**src/rtl/pf_pkg.sv**
```systemverilog
// Shared definitions for the pf fixed-point pipeline stages: state encoding,
// data/accumulator widths and the signed 16-to-8 saturation helper.
package pf_pkg;

  // Width of the fixed-point samples and results exchanged between stages.
  localparam int PF_DATA_W = 8;

  // Width of the wide accumulation path fed into the 8-bit clipper.
  localparam int PF_ACC_W = 16;

  // Clip limits expressed at accumulator width, so comparisons stay signed
  // and width-matched.
  localparam logic signed [PF_ACC_W-1:0] PF_SAT_MAX = 16'sd127;
  localparam logic signed [PF_ACC_W-1:0] PF_SAT_MIN = -16'sd128;

  // Window accumulator control states.
  typedef enum logic [0:0] {
    ACCUM = 1'b0,
    HOLD  = 1'b1
  } pf_state_e;

  // Result of saturating a wide value into the 8-bit data format.
  typedef struct packed {
    logic                 sat;
    logic [PF_DATA_W-1:0] value;
  } pf_sat8_t;

  // Clip a signed accumulator-width value to [-128, 127] and report whether
  // clipping took place. Reused by every stage that narrows a wide result.
  function automatic pf_sat8_t pf_saturate8(input logic signed [PF_ACC_W-1:0] wide);
    pf_sat8_t res;
    if (wide > PF_SAT_MAX) begin
      res.value = 8'h7f;
      res.sat   = 1'b1;
    end else if (wide < PF_SAT_MIN) begin
      res.value = 8'h80;
      res.sat   = 1'b1;
    end else begin
      res.value = wide[PF_DATA_W-1:0];
      res.sat   = 1'b0;
    end
    return res;
  endfunction

endpackage

```
**src/rtl/pf_sat8.sv**
```systemverilog
// Combinational signed clipper: narrows a 16-bit two's-complement value to
// 8 bits, saturating at the format limits and flagging when it had to.
module pf_sat8
  import pf_pkg::*;
(
  input  logic signed [PF_ACC_W-1:0]  wide,
  output logic signed [PF_DATA_W-1:0] value,
  output logic                        sat
);

  pf_sat8_t res;

  // Evaluate the shared saturation helper on the wide input.
  always_comb begin
    res = pf_saturate8(wide);
  end

  assign value = res.value;
  assign sat   = res.sat;

endmodule

```
**src/rtl/pf_window_acc.sv**
```systemverilog
// Window accumulator feeding the signed 8-bit divider. Sums signed samples
// over a window closed by in_last, by reaching MAX_COUNT, or by flush, then
// holds a saturated sum (numerator) and sample count (denominator) until the
// downstream stage takes them.
module pf_window_acc
  import pf_pkg::*;
#(
  parameter int MAX_COUNT = 15,
  parameter int ACC_W     = PF_ACC_W
) (
  input  logic                        clk,
  input  logic                        rst_n,
  input  logic                        in_valid,
  output logic                        in_ready,
  input  logic signed [PF_DATA_W-1:0] in_data,
  input  logic                        in_last,
  input  logic                        flush,
  output logic                        out_valid,
  input  logic                        out_ready,
  output logic signed [PF_DATA_W-1:0] numerator,
  output logic signed [PF_DATA_W-1:0] denominator,
  output logic                        sat
);

  // Count register is wide enough for the largest legal MAX_COUNT (127).
  localparam int                CNT_W   = 7;
  localparam logic [CNT_W-1:0]  CNT_MAX = CNT_W'(MAX_COUNT);

  pf_state_e                     state_r;
  pf_state_e                     state_nxt_s;

  logic signed [ACC_W-1:0]       acc_r;
  logic signed [ACC_W-1:0]       acc_nxt_s;
  logic signed [ACC_W-1:0]       sample_ext_s;
  logic [CNT_W-1:0]              cnt_r;
  logic [CNT_W-1:0]              cnt_nxt_s;

  logic                          accept_s;
  logic                          close_s;

  logic signed [PF_ACC_W-1:0]    clip_in_s;
  logic signed [PF_DATA_W-1:0]   clip_value_s;
  logic                          clip_sat_s;

  logic signed [PF_DATA_W-1:0]   numerator_r;
  logic signed [PF_DATA_W-1:0]   denominator_r;
  logic                          sat_r;

  assign sample_ext_s = {{(ACC_W-PF_DATA_W){in_data[PF_DATA_W-1]}}, in_data};

  // With at most 127 samples of magnitude <= 128 the exact sum always fits in
  // 16 bits, so any extra accumulator bits are pure sign extension and
  // dropping them before the clipper is lossless.
  assign clip_in_s = acc_nxt_s[PF_ACC_W-1:0];

  // Work out acceptance, the post-sample accumulator/count and window close.
  always_comb begin
    accept_s  = 1'b0;
    close_s   = 1'b0;
    acc_nxt_s = acc_r;
    cnt_nxt_s = cnt_r;
    if (state_r == ACCUM) begin
      accept_s = in_valid;
      if (in_valid) begin
        acc_nxt_s = acc_r + sample_ext_s;
        cnt_nxt_s = cnt_r + 7'd1;
      end else begin
        acc_nxt_s = acc_r;
        cnt_nxt_s = cnt_r;
      end
      close_s = (in_valid && (in_last || (cnt_nxt_s == CNT_MAX))) || flush;
    end else begin
      accept_s = 1'b0;
      close_s  = 1'b0;
    end
  end

  pf_sat8 u_sat8 (
    .wide  (clip_in_s),
    .value (clip_value_s),
    .sat   (clip_sat_s)
  );

  // State register: ACCUM while collecting a window, HOLD while presenting it.
  always_ff @(posedge clk) begin
    if (!rst_n) begin
      state_r <= ACCUM;
    end else begin
      state_r <= state_nxt_s;
    end
  end

  // Next state: close a window into HOLD; leave HOLD only on a handshake.
  always_comb begin
    state_nxt_s = state_r;
    case (state_r)
      ACCUM: begin
        if (close_s) begin
          state_nxt_s = HOLD;
        end else begin
          state_nxt_s = ACCUM;
        end
      end
      HOLD: begin
        if (out_ready) begin
          state_nxt_s = ACCUM;
        end else begin
          state_nxt_s = HOLD;
        end
      end
      default: begin
        state_nxt_s = ACCUM;
      end
    endcase
  end

  // Handshake outputs decode straight from the state register, so nothing
  // from the input side reaches them combinationally. No bypass: in_ready
  // stays low through the HOLD handoff cycle.
  always_comb begin
    in_ready  = 1'b0;
    out_valid = 1'b0;
    case (state_r)
      ACCUM: begin
        in_ready  = 1'b1;
        out_valid = 1'b0;
      end
      HOLD: begin
        in_ready  = 1'b0;
        out_valid = 1'b1;
      end
      default: begin
        in_ready  = 1'b0;
        out_valid = 1'b0;
      end
    endcase
  end

  // Running sum and count: cleared on close, updated on each accepted sample.
  always_ff @(posedge clk) begin
    if (!rst_n) begin
      acc_r <= '0;
      cnt_r <= 7'd0;
    end else if (close_s) begin
      acc_r <= '0;
      cnt_r <= 7'd0;
    end else if (accept_s) begin
      acc_r <= acc_nxt_s;
      cnt_r <= cnt_nxt_s;
    end else begin
      acc_r <= acc_r;
      cnt_r <= cnt_r;
    end
  end

  // Result registers: captured on close (closing sample included) and frozen
  // otherwise; only out_valid says whether they are current.
  always_ff @(posedge clk) begin
    if (!rst_n) begin
      numerator_r   <= 8'sd0;
      denominator_r <= 8'sd0;
      sat_r         <= 1'b0;
    end else if (close_s) begin
      numerator_r   <= clip_value_s;
      denominator_r <= {1'b0, cnt_nxt_s};
      sat_r         <= clip_sat_s;
    end else begin
      numerator_r   <= numerator_r;
      denominator_r <= denominator_r;
      sat_r         <= sat_r;
    end
  end

  assign numerator   = numerator_r;
  assign denominator = denominator_r;
  assign sat         = sat_r;

endmodule

```
**config.mk**
```make
export PLATFORM = sky130hd
export DESIGN_NAME = pf_window_acc
export DESIGN_NICKNAME = d
export VERILOG_FILES = /design/src/rtl/pf_pkg.sv /design/src/rtl/pf_sat8.sv /design/src/rtl/pf_window_acc.sv
export SDC_FILE = /design/constraint.sdc
export NUM_CORES = 1
export LEC_CHECK = 0
export CORE_MARGIN = 2
export CORE_UTILIZATION = 49
export CTS_CLUSTER_DIAMETER = 40
export DETAILED_ROUTE_END_ITERATION = 8
export PLACE_DENSITY = 0.82
export SLEW_MARGIN = 20
export SYNTH_ARGS = -nofsm -noshare
export SYNTH_HDL_FRONTEND = slang
export SYNTH_SLANG_ARGS = --single-unit
```
**constraint.sdc**
```tcl
create_clock -name clk -period 6.2 [get_ports clk]
set_input_delay 1.24 -clock clk [delete_from_list [all_inputs] [get_ports clk]]
set_output_delay 1.24 -clock clk [all_outputs]
set_load 0.01 [all_outputs]
```
; ---- Yosys cells after proc, flatten, opt, wreduce, memory -nomap -nowiden
; Index checks and enable logic that the tools add are counted.
[classes]
add_sub_neg = 2
magnitude_cmp = 2
eq_ne = 1
muxes = 14
bitwise = 2
reduce_logical = 4
[ops]
columns = op, n
row1 = two-way mux 16 bit, 2
row2 = two-way mux 7 bit, 3
row3 = two-way mux 9 bit, 2
row4 = adder 16 x 8 -> 16 bit, 1
row5 = "> comparator 16 x 8 -> 1 bit, second input constant", 1
row6 = "< comparator 16 x 8 -> 1 bit, second input constant", 1
row7 = "adder 7 x 1 -> 7 bit, second input constant", 1
row8 = "== test 7 x 4 -> 1 bit, second input constant", 1
row9 = case mux 1 bit (2 select lines), 3
row10 = two-way mux 1 bit, 4
row11 = logical OR 1 bit, 2
row12 = inverter 1 bit, 2
row13 = OR reduction 2 bit, 1
row14 = logical AND 1 bit, 1
[totals]
ff_bits = 40
out_inout_bits = 19
elab_cells = 31

; ---- Logic depth before layout (Yosys ltp)
[logic_depth]
word_depth = 10
ltp_mapped = 11

; ---- By module
; Synthesis repeated with hierarchy kept, for this count alone.
[hier_totals]
hier_cells = 306
hier_area_um2 = 2542.4
[by_module_without_submodules]
columns = mod, n_inst, cells_each, area_each_um2, seq_area_each_um2
row1 = pf_window_acc, 1, 281, 2362.3, 800.8
row2 = pf_sat8, 1, 25, 180.2, 0.0

; ---- Least setup slack after synthesis
; No wires, ideal clock.
[synth_path]
kind = input to register
from = input in_data[0]
to = register numerator_r[2], in the netlist numerator[2]
t_arrival_ns = 3.698
required_ns = 6.121
slack_ns = 2.423
stages = 11
n_path_buf = 0
path_cell_list = ha_1 > fa_1 > a211oi_2 > o21ai_0 > a22o_1 > o221ai_1 > o31ai_1 > or4b_4 > nor4_4 > o21ai_2 > o211ai_1
[synth_via]
elab_chain_len = 6
word_cells_on_any_way = 7
classes_between = add/sub (1) / order compare (2) / mux (4)
[synth_rtl]
columns = item, line_no
row1 = from (decl), pf_window_acc.sv:15  ; input logic signed [PF_DATA_W-1:0] in_data,
row2 = adder 16 x 8 -> 16 bit (*), pf_window_acc.sv:65  ; acc_nxt_s = acc_r + sample_ext_s;
row3 = two-way mux 16 bit (*), pf_window_acc.sv:64  ; if (in_valid) begin
row4 = two-way mux 16 bit (*), pf_window_acc.sv:62  ; if (state_r == ACCUM) begin
row5 = < comparator 16 x 8 -> 1 bit, pf_pkg.sv:35  ; end else if (wide < PF_SAT_MIN) begin
row6 = two-way mux 9 bit, pf_pkg.sv:35
row7 = two-way mux 9 bit (*), pf_pkg.sv:32  ; if (wide > PF_SAT_MAX) begin
row8 = to (signal assigned), pf_window_acc.sv:164  ; numerator_r <= clip_value_s;
row9 = to (signal assigned), pf_window_acc.sv:168  ; numerator_r <= numerator_r;
row10 = to (decl), pf_window_acc.sv:45  ; logic signed [PF_DATA_W-1:0] numerator_r;
; Every way passes the cells marked *; elsewhere a longest branch is shown, timed or not.
; A chain may end at the register's enable or synchronous reset.

; ---- Worst setup path in the final report
[layout_path]
from = input in_data[7]
to = register numerator_r[3], in the netlist numerator[3]
; The elaborated chain is that of the path after synthesis.

==> reports/qor.csv <==
stage;metric;value;unit
global_routing;grt_max_degree;29;
worst_setup_path;cp_max_fo;10;
logic_synthesis;synthCells;282;
sta;fin_crit;4.29;ns
hold_path;min_to;numerator[2];
route;dr.pass1.iters;4;
final_layout;layout-drive-gt1-share;7.74;%
die;die_height;74.8;µm
clock_network;clk_pin_slew;0.08;ns
worst_setup_path;end_kind;flop;
worst_setup_path;crit_required;6.42;ns
worst_setup_path;r2r_start;state_r;
global_routing;antenna_found_initial;0;
die;die_w;74.8;µm
global_routing;grt_pass1_vias;1948;
place;dpl.hpwl;4180;µm
sta;post-route-worst-setup-slack;1.91;ns
sta;finalSetupViolations;0;
hold_path;hp-start;numerator[2];
global_routing;grt_pass1_wl;8990;µm
worst_setup_path;cp_cell_sequence;clkdlybuf4s50_1 > ha_1 > a21oi_1 > o21bai_1 > a22o_1 > o221ai_1 > o31ai_1 > or4b_4 > nor4_4 > o21ai_2 > o211ai_1;
run;cap_violations;0;
clock_network;clock_sinks;40;
sta;post-route-period-util;69.1;%
clock_network;ctsHoldBuffers;0;
clock_network;post_cts_buffers;0;
route;routed_wl;5570;µm
run_status;status;complete, no violations;
place;dp.cells;370;
final_layout;nets;341;
worst_setup_path;critical_path_arrival;4.50;ns
logic_synthesis;yosysWarnings;0;
worst_setup_path;reg2reg_setup_slack;2.95;ns
clock_network;cts-resized-gates;0;
clock_network;clk_latency;0.30;ns
sta;rsz0062_at_grt;no;
clock_network;cts_root_buf;clkbuf_8;
logic_synthesis;ys_seq_elements;40;
clock_network;cts_tree;yes;
logic_synthesis;synth_area_per_cell;8.71;µm²
route;routedWlPerCell;14.8;µm
route;route.detailed.drc;0;
logic_synthesis;synth_edf_count;0;
route;dr.first_iter.drc_count;93;
final_layout;diodes;0;
die;core_area;0.00479;mm²
logic_synthesis;ys_seq_area_share;32.6;%
clock_network;clock_path_buffers;2;
clock_network;cts_inserted_buffers;5;
clock_network;htree_levels;2;
pwr;leakage;1.10;nW
sta;timing.hold.ws;0.493;ns
worst_setup_path;path_class;primary input to flop;
route;vias_per_cell;5.81;
worst_setup_path;startpoint_type;primary input;
place;gp_congestion;0.894;
sta;fmax;233;MHz
hold_path;hold_path_class;flop to flop;
hold_path;hold_depth;2;
pwr;vdd_ir_drop_max;0.157;mV
place;dp_slack;1.65;ns
pwr;powerDensity;227;mW/mm²
sta;slew_headroom;30.0;%
die;io_pins;33;
die;floorplan.initialDensity;51.3;%
sta;finalHoldViolCount;0;
worst_setup_path;max_stage_delay;0.61;ns
logic_synthesis;synth_fp_nets;313;
worst_setup_path;cp_num_buf_inv;1;
route;ant_nets;0;
die;row_count;25;
final_layout;fin_cells;377;
worst_setup_path;r2r_cells;7;
place;portBuffers;31;
logic_synthesis;syn_area;0.00246;mm²
global_routing;grt.total_usage;20.8;%
sta;fin_skew;0.00730;ns
worst_setup_path;critPathTopFamily;compound AO/OA/AOI/OAI gates;
sta;setup_tns;0;ns
logic_synthesis;async_reset_ff_share;0;%
worst_setup_path;r2r-end;numerator[3];
route;vias;2192;
sta;maxSlewViolCount;0;
die;die_area;0.00560;mm²
logic_synthesis;synth.distinct_cells;62;
worst_setup_path;cp_slowest_cell;clkdlybuf4s50_1;
global_routing;grt_overflow;0;
final_layout;area_growth;17.7;%
sta;worst_pin_slew;1.05;ns
logic_synthesis;synthFlopType;dfxtp_1;
[tightest hold or removal path, cell delays in order (launching register included)]
cell and delay [ns]:
dfxtp_1 0.32, nand2_1 0.05, o211ai_1 0.08
[cell type report]
class | instances | area (µm²)
clock buffer | 5 | 68.8
clock inverter | 2 | 12.5
fill | 418 | 1890
inverter | 5 | 18.8
multi-input combinational | 226 | 1590
sequential | 40 | 801
tap | 67 | 83.8
timing repair buffer | 32 | 318
[how the worst max path moves through the flow]
stage,startpoint,end,slack (ns),cells after the start
2_1_floorplan,in_data[0],numerator[2],2.42,11
4_1_cts,in_data[7],numerator[3],1.94,11
3_3_place_gp,in_data[7],numerator[1],1.76,11
3_5_place_dp,in_data[7],numerator[0],1.65,11
6_report,in_data[7],numerator[3],1.91,11
5_1_grt,in_data[7],numerator[3],1.72,11
[registers in the layout (all words and copies together), names as in the netlist]
name and count:
acc_r 16, cnt_r 7, denominator 7, numerator 8
sat 1, state_r 1
[power by group]
part / total [mW] / switching, mW / internal (mW)
Sequential: 0.293 / 0.0141 / 0.279
Clock: 0.167 / 0.0912 / 0.0762
Combinational: 0.196 / 0.109 / 0.0876
Total: 0.656 / 0.214 / 0.442
[cells by family (layout without fill, tap and decap cells)]
| family | count (synthesis) | in the layout | share of synthesized area (%) |
|---|---|---|---|
| xor+xnor | 19 | 19 | 6.77 |
| compound gates | 75 | 75 | 23.5 |
| other cells | 1 | 1 | 0.153 |
| mux | 5 | 5 | 2.55 |
| simple gates | 109 | 109 | 22.8 |
| buf+inv | 16 | 44 | 2.75 |
| flops | 40 | 40 | 32.6 |
| fa+ha+maj | 17 | 17 | 8.96 |
[per-stage QoR]
step | utilization [%] | total power [mW] | cell area (µm²)
floorplan | - | 0.425 | 2460
global placement | 58.7 | 0.487 | 2810
detailed placement | 58.7 | 0.493 | 2810
CTS | 60.4 | 0.660 | 2890
global route | 60.4 | 0.690 | 2890
finish | 60.4 | 0.656 | 2890
[cells in the mapped netlist (all sizes together), types with 6 or more instances]
library cell	instances	area (µm²)
o21ai	8	43.8
o211ai	8	60.1
a211oi	10	90.1
ha	16	200
clkbuf	6	22.5
nor2	43	161
dfxtp	40	801
nand2	26	97.6
xor2	10	87.6
xnor2	9	78.8
nor3	7	46.3
a21oi	18	101
[layout by cell type, fill, tap and decap left out, drive strengths merged, types with 5 or more instances in the layout]
cell / netlist / routed
a211oi: 10 / 10
a21o: 5 / 5
a21oi: 18 / 18
clkbuf: 6 / 5
clkdlybuf4s50: 0 / 31
dfxtp: 40 / 40
ha: 16 / 16
mux2i: 5 / 5
nand2: 26 / 26
nand3: 5 / 5
nand4: 5 / 5
nor2: 43 / 43
nor3: 7 / 7
o211ai: 8 / 8
o21a: 5 / 5
o21ai: 8 / 8
xnor2: 9 / 9
xor2: 10 / 10
[metal layers]
layer | vias up | wire (µm) | GRT usage (%)
met5 | - | 0 | 0
met4 | 0 | 98 | 5.95
met3 | 10 | 243 | 4.69
met2 | 57 | 2510 | 33.3
met1 | 1045 | 2720 | 28.3
li1 | 1080 | - | -
No activity file was read; power rests on OpenSTA's default activity.
